[config.mk]
export PLATFORM = sky130hd
export DESIGN_NAME = fsr_press_decoder
export DESIGN_NICKNAME = d
export VERILOG_FILES = /design/src/rtl/fsr_pkg.sv /design/src/rtl/fsr_press_decoder_side.sv /design/src/rtl/fsr_press_decoder.sv
export SDC_FILE = /design/constraint.sdc
export NUM_CORES = 1
export LEC_CHECK = 0
export CAP_MARGIN = 40
export CORE_MARGIN = 3
export CORE_UTILIZATION = 30
export DETAILED_ROUTE_END_ITERATION = 8
export PLACE_DENSITY = 0.54
export SYNTH_ARGS = -nofsm -noshare
export SYNTH_HDL_FRONTEND = slang
export SYNTH_HIERARCHICAL = 1
export SYNTH_SLANG_ARGS = --single-unit
[constraint.sdc]
create_clock -name CLK100MHZ -period 3.09 [get_ports CLK100MHZ]
set_input_delay 0.927 -clock CLK100MHZ [delete_from_list [all_inputs] [get_ports CLK100MHZ]]
set_output_delay 0.927 -clock CLK100MHZ [all_outputs]
set_load 0.01 [all_outputs]
[src/rtl/fsr_pkg.sv]
// Shared types and default constants for the FSR press decoder.
package fsr_pkg;

    typedef enum logic [1:0] {
        SETTLE = 2'd0,
        ACCUM  = 2'd1,
        DECIDE = 2'd2,
        DONE   = 2'd3
    } state_e;

    localparam logic CH_LEFT  = 1'b0;
    localparam logic CH_RIGHT = 1'b1;

    localparam int          SAMPLE_W_DEF       = 12;
    localparam int          AVG_LOG2_DEF       = 4;
    localparam int          SETTLE_SAMPLES_DEF = 2;
    localparam int          DEBOUNCE_DEF       = 3;
    localparam logic [11:0] THRESH_ON_DEF      = 12'h800;
    localparam logic [11:0] THRESH_OFF_DEF     = 12'h600;

endpackage

[src/rtl/fsr_press_decoder_side.sv]
// Per-side decision logic: level register, hysteresis compare, debounce and events.
module fsr_side_debounce #(
    parameter int                  SAMPLE_W   = 12,
    parameter logic [SAMPLE_W-1:0] THRESH_ON  = 12'h800,
    parameter logic [SAMPLE_W-1:0] THRESH_OFF = 12'h600,
    parameter int                  DEBOUNCE   = 3
) (
    input  logic                clk_i,
    input  logic                rst_ni,
    input  logic                decide_i,
    input  logic [SAMPLE_W-1:0] avg_i,
    output logic [SAMPLE_W-1:0] level_o,
    output logic                pressed_o,
    output logic                press_evt_o,
    output logic                release_evt_o
);

    localparam int            DB_W    = $clog2(DEBOUNCE + 1);
    localparam logic [DB_W-1:0] DB_LAST = DB_W'(DEBOUNCE - 1);

    logic [SAMPLE_W-1:0] level_q, level_d;
    logic [DB_W-1:0]     cnt_q, cnt_d;
    logic                pressed_q, pressed_d;
    logic                press_evt_q, press_evt_d;
    logic                release_evt_q, release_evt_d;
    logic                raw;

    // The threshold depends on the current debounced state, giving hysteresis.
    assign raw = avg_i >= (pressed_q ? THRESH_OFF : THRESH_ON);

    always_comb begin
        level_d       = level_q;
        cnt_d         = cnt_q;
        pressed_d     = pressed_q;
        press_evt_d   = 1'b0;
        release_evt_d = 1'b0;
        if (decide_i) begin
            level_d = avg_i;
            if (raw == pressed_q) begin
                cnt_d = '0;
            end else if (cnt_q == DB_LAST) begin
                pressed_d     = raw;
                press_evt_d   = raw;
                release_evt_d = ~raw;
                cnt_d         = '0;
            end else begin
                cnt_d = cnt_q + 1'b1;
            end
        end
    end

    always_ff @(posedge clk_i) begin
        if (!rst_ni) begin
            level_q       <= '0;
            cnt_q         <= '0;
            pressed_q     <= 1'b0;
            press_evt_q   <= 1'b0;
            release_evt_q <= 1'b0;
        end else begin
            level_q       <= level_d;
            cnt_q         <= cnt_d;
            pressed_q     <= pressed_d;
            press_evt_q   <= press_evt_d;
            release_evt_q <= release_evt_d;
        end
    end

    assign level_o       = level_q;
    assign pressed_o     = pressed_q;
    assign press_evt_o   = press_evt_q;
    assign release_evt_o = release_evt_q;

endmodule

[src/rtl/fsr_press_decoder.sv]
// Slot tracking, settle/accumulate FSM and routing of slot averages to each side.
module fsr_press_decoder
    import fsr_pkg::*;
#(
    parameter int                  SAMPLE_W       = 12,
    parameter int                  AVG_LOG2       = 4,
    parameter int                  SETTLE_SAMPLES = 2,
    parameter logic [SAMPLE_W-1:0] THRESH_ON      = 12'h800,
    parameter logic [SAMPLE_W-1:0] THRESH_OFF     = 12'h600,
    parameter int                  DEBOUNCE       = 3
) (
    input  logic                CLK100MHZ,
    input  logic                RST_BTN_N,
    input  logic                direction_cs,
    input  logic                sample_valid,
    input  logic [SAMPLE_W-1:0] sample,
    output logic                left_pressed,
    output logic                right_pressed,
    output logic                both_pressed,
    output logic                left_press_evt,
    output logic                right_press_evt,
    output logic                left_release_evt,
    output logic                right_release_evt,
    output logic [SAMPLE_W-1:0] left_level,
    output logic [SAMPLE_W-1:0] right_level
);

    localparam int ACC_W = SAMPLE_W + AVG_LOG2;
    localparam int SET_W = $clog2(SETTLE_SAMPLES + 1);
    localparam int CNT_W = (AVG_LOG2 + 1 > SET_W) ? AVG_LOG2 + 1 : SET_W;
    localparam logic [CNT_W-1:0] SETTLE_LAST = CNT_W'(SETTLE_SAMPLES - 1);
    localparam logic [CNT_W-1:0] ACC_LAST    = CNT_W'((1 << AVG_LOG2) - 1);

    state_e              state_q, state_d;
    logic                dir_q;
    logic [ACC_W-1:0]    acc_q, acc_d;
    logic [CNT_W-1:0]    cnt_q, cnt_d;
    logic                both_q;
    logic                slot_change;
    logic                decide;
    logic [SAMPLE_W-1:0] avg;

    assign slot_change = direction_cs != dir_q;

    always_comb begin
        state_d = state_q;
        acc_d   = acc_q;
        cnt_d   = cnt_q;
        decide  = 1'b0;
        // A slot change overrides everything, including a sample in the same cycle.
        if (slot_change) begin
            state_d = SETTLE;
            acc_d   = '0;
            cnt_d   = '0;
        end else begin
            case (state_q)
                SETTLE: if (sample_valid) begin
                    if (cnt_q == SETTLE_LAST) begin
                        cnt_d   = '0;
                        state_d = ACCUM;
                    end else begin
                        cnt_d = cnt_q + 1'b1;
                    end
                end
                ACCUM: if (sample_valid) begin
                    acc_d = acc_q + ACC_W'(sample);
                    if (cnt_q == ACC_LAST) begin
                        cnt_d   = '0;
                        state_d = DECIDE;
                    end else begin
                        cnt_d = cnt_q + 1'b1;
                    end
                end
                DECIDE: begin
                    decide  = 1'b1;
                    state_d = DONE;
                end
                DONE:    state_d = DONE;
                default: state_d = SETTLE;
            endcase
        end
    end

    always_ff @(posedge CLK100MHZ) begin
        if (!RST_BTN_N) begin
            state_q <= SETTLE;
            dir_q   <= CH_LEFT;
            acc_q   <= '0;
            cnt_q   <= '0;
            both_q  <= 1'b0;
        end else begin
            state_q <= state_d;
            dir_q   <= direction_cs;
            acc_q   <= acc_d;
            cnt_q   <= cnt_d;
            both_q  <= left_pressed & right_pressed;
        end
    end

    assign avg = SAMPLE_W'(acc_q >> AVG_LOG2);

    fsr_side_debounce #(
        .SAMPLE_W  (SAMPLE_W),
        .THRESH_ON (THRESH_ON),
        .THRESH_OFF(THRESH_OFF),
        .DEBOUNCE  (DEBOUNCE)
    ) u_left (
        .clk_i        (CLK100MHZ),
        .rst_ni       (RST_BTN_N),
        .decide_i     (decide && (dir_q == CH_LEFT)),
        .avg_i        (avg),
        .level_o      (left_level),
        .pressed_o    (left_pressed),
        .press_evt_o  (left_press_evt),
        .release_evt_o(left_release_evt)
    );

    fsr_side_debounce #(
        .SAMPLE_W  (SAMPLE_W),
        .THRESH_ON (THRESH_ON),
        .THRESH_OFF(THRESH_OFF),
        .DEBOUNCE  (DEBOUNCE)
    ) u_right (
        .clk_i        (CLK100MHZ),
        .rst_ni       (RST_BTN_N),
        .decide_i     (decide && (dir_q == CH_RIGHT)),
        .avg_i        (avg),
        .level_o      (right_level),
        .pressed_o    (right_pressed),
        .press_evt_o  (right_press_evt),
        .release_evt_o(right_release_evt)
    );

    assign both_pressed = both_q;

endmodule

==> metrics.cfg <==
[sta]
period_share = 0.964
finalHoldViolations = 0
fin_setup_tns_ns = 0
setup_violations = 0
fin_crit_ns = 2.98
timing.fmax_mhz = 336
slew_headroom = 0.674
fin_skew_ns = 0.0128
worstMarginPinSlew_ns = 0.483
rsz0062_at_grt = false
setup_slack_ns = 0.112
slew_violations = 0

[critical_path]
crit_path_max_fanout = 2
worst-endpoint-arrival_ns = 3.20
worstSetupEndpointType = register
worstSetupPathType = in2reg
cp-start-kind = input pin
crit_required_ns = 3.31

[layout]
final_util = 0.410
nets = 438
final_area_um2 = 4050
syn2layout_area_growth_pct = 31.5
antenna_cells = 0
layout-drive-gt1-share = 0.131

[global_route]
grt_pass1_vias = 2451
grt-ovfl-total = 0
grt_max_degree = 21
antenna_found_initial = 0
grt.total_usage = 0.133
grt_pass1_wl_um = 12000

[route]
drtAntennaViolNets = 0
drcViolationCount = 0
firstDrtPassIters = 4
drtIter0Drc = 79
wl_per_cell_um = 13.4
viasPerCell = 4.71
routed-via-count = 2529
routed_wl_um = 7180

[floorplanning]
initial_core_util = 0.312
row_count = 36
die_w_um = 107
die_y_um = 107
core_area_um2 = 9860
dieArea_um2 = 11500
ios = 47

[logic_synthesis]
yosysWarnings = 6
synth.avg_cell_area_um2 = 9.13
synth-async-reset-ratio = 0
yosys-top-cells-area = dfxtp_1 (38%), ha_1 (8.9%), mux2i_1 (8.1%), nor2_1 (6.0%), xnor2_1 (4.0%)
synth_top_area_frac = 0.384
synth_cell_types = 45
synth-edff-count = 0
ys_seq_area_frac = 0.384
synth_nets = 376
synth.most_common_cell = dfxtp_1
syn-cell-area_um2 = 3080
synthTopCellsByCount = dfxtp_1 (59), nor2_1 (49), nand2_1 (30)
synth_top_area_cell = dfxtp_1
synth_ff_type = dfxtp_1
synth_cells = 337
ys_ff_latch = 59

[pwr]
power_density_nw_per_um2 = 425
vdd_drop_max_mv = 0.214
p_leak_uw = 0.00152
power.total_uw = 1720

[place]
place_ws_ns = -0.351
gp_congestion = 0.787
placed_area_um2 = 3770
dp_hpwl_um = 5420
portBuffers = 46

[cts]
clk_latency_ns = 0.34
cts_sinks = 59
cts.htree.levels = 3
cts_buffers = 9
clk_pin_slew_worst_paths_ns = 0.07
cts_tree = built
cts_buffer_depth = 2
cts_root_buf = clkbuf_8

[job]
maxCapViolCount = 0

[min_path]
hp-class = reg2reg

[outcome]
status = finished clean

==> path summary, 6_finish.rpt <==
kind | startpoint | endpoint | slack, ns | depth (start not counted)
setup reg to reg | acc_q[0] | acc_q[12] | 0.83 | 9
setup / recovery | sample[0] | acc_q[12] | 0.11 | 10
hold reg to reg | acc_q[0] | acc_q[0] | 0.46 | 2
hold / removal | acc_q[0] | acc_q[0] | 0.46 | 2
==> placed cells by master, fill, tap and decap left out, types with 3 or more instances in the layout <==
cell type / netlist / final
bufinv_16: 0 / 3
nand3b_1: 5 / 5
nand2_1: 30 / 30
xnor2_1: 14 / 14
dfxtp_1: 59 / 59
inv_1: 11 / 11
nor3_1: 5 / 4
and4_1: 4 / 4
nor2_1: 49 / 49
mux2i_1: 25 / 25
a211oi_1: 3 / 3
nor2b_1: 8 / 8
nand3_1: 7 / 7
nand4_1: 10 / 10
nor3_2: 2 / 3
and3_1: 3 / 3
buf_4: 2 / 18
a31oi_1: 3 / 3
clkbuf_8: 0 / 10
o21ai_0: 3 / 3
a21o_1: 7 / 7
and2_1: 4 / 4
ha_1: 22 / 22
xor2_1: 3 / 3
o211ai_2: 4 / 4
a21oi_1: 18 / 18
clkdlybuf4s50_1: 0 / 46
==> state kept, by name, summed over array words and instances (netlist names) <==
name / flops
acc_q: 16
u_left/pressed_o: 1
cnt_q: 5
u_right/level_o: 12
state_q: 2
u_right/press_evt_o: 1
u_left/press_evt_o: 1
dir_q: 1
u_left/release_evt_o: 1
u_left/level_o: 12
u_left/cnt_q: 2
u_right/pressed_o: 1
both_pressed: 1
u_right/release_evt_o: 1
u_right/cnt_q: 2
==> cells by family (layout without fill, tap and decap cells) <==
group / after synthesis / in the layout / share of synthesized area
flip-flops: 59 / 59 / 0.384
adder cells (fa/ha/maj): 23 / 23 / 0.0959
AND/OR/NAND/NOR: 140 / 140 / 0.241
XOR/XNOR: 17 / 17 / 0.0484
AO/OA/AOI/OAI: 48 / 48 / 0.113
buffers and inverters: 24 / 91 / 0.0333
multiplexers: 26 / 26 / 0.0850
==> layer usage <==
layer  track usage  up-vias  part of all wire
li1              -     1320                 -
met1         0.167     1166              0.47
met2         0.222       37              0.48
met3        0.0444        6             0.041
met4        0.0301        0            0.0089
met5             0        -                 0
==> power by group <==
group	internal, uW	switching, uW
registers	764	4.46
logic	45.3	48.1
clock network	555	302
==> stage by stage <==
step	hold WS [ns]	cells
floorplan	0.436	337
global placement	0.445	519
detailed placement	0.460	519
CTS	0.470	536
global route	0.484	537
finish	0.463	537
==> area by class of cell <==
class,count,area (um2)
repair buffers,64,596
fillers,969,5820
multi-input cells,254,1820
clock buffers,11,141
well taps,133,166
flip-flops and latches,59,1180
clock inverters,5,100
inverters,11,41.3
==> worst max-delay path, stage by stage <==
cell and delay, ns:
clkdlybuf4s50_1 0.41, ha_1 0.23, fa_1 0.40, a21o_1 0.22, a221oi_4 0.27, o21ai_2 0.13
a2111oi_4 0.32, nor3_1 0.12, xnor2_1 0.14, nor2_1 0.05
==> what timing repair did <==
item / in CTS / in global routing
resized for setup: 1 / 1
pin swaps: 1 / 3
hold buffers: 0 / 0
setup buffers: 1 / 1
setup endpoints to repair: 1 / 3
No activity file was read; power rests on OpenSTA's default activity.
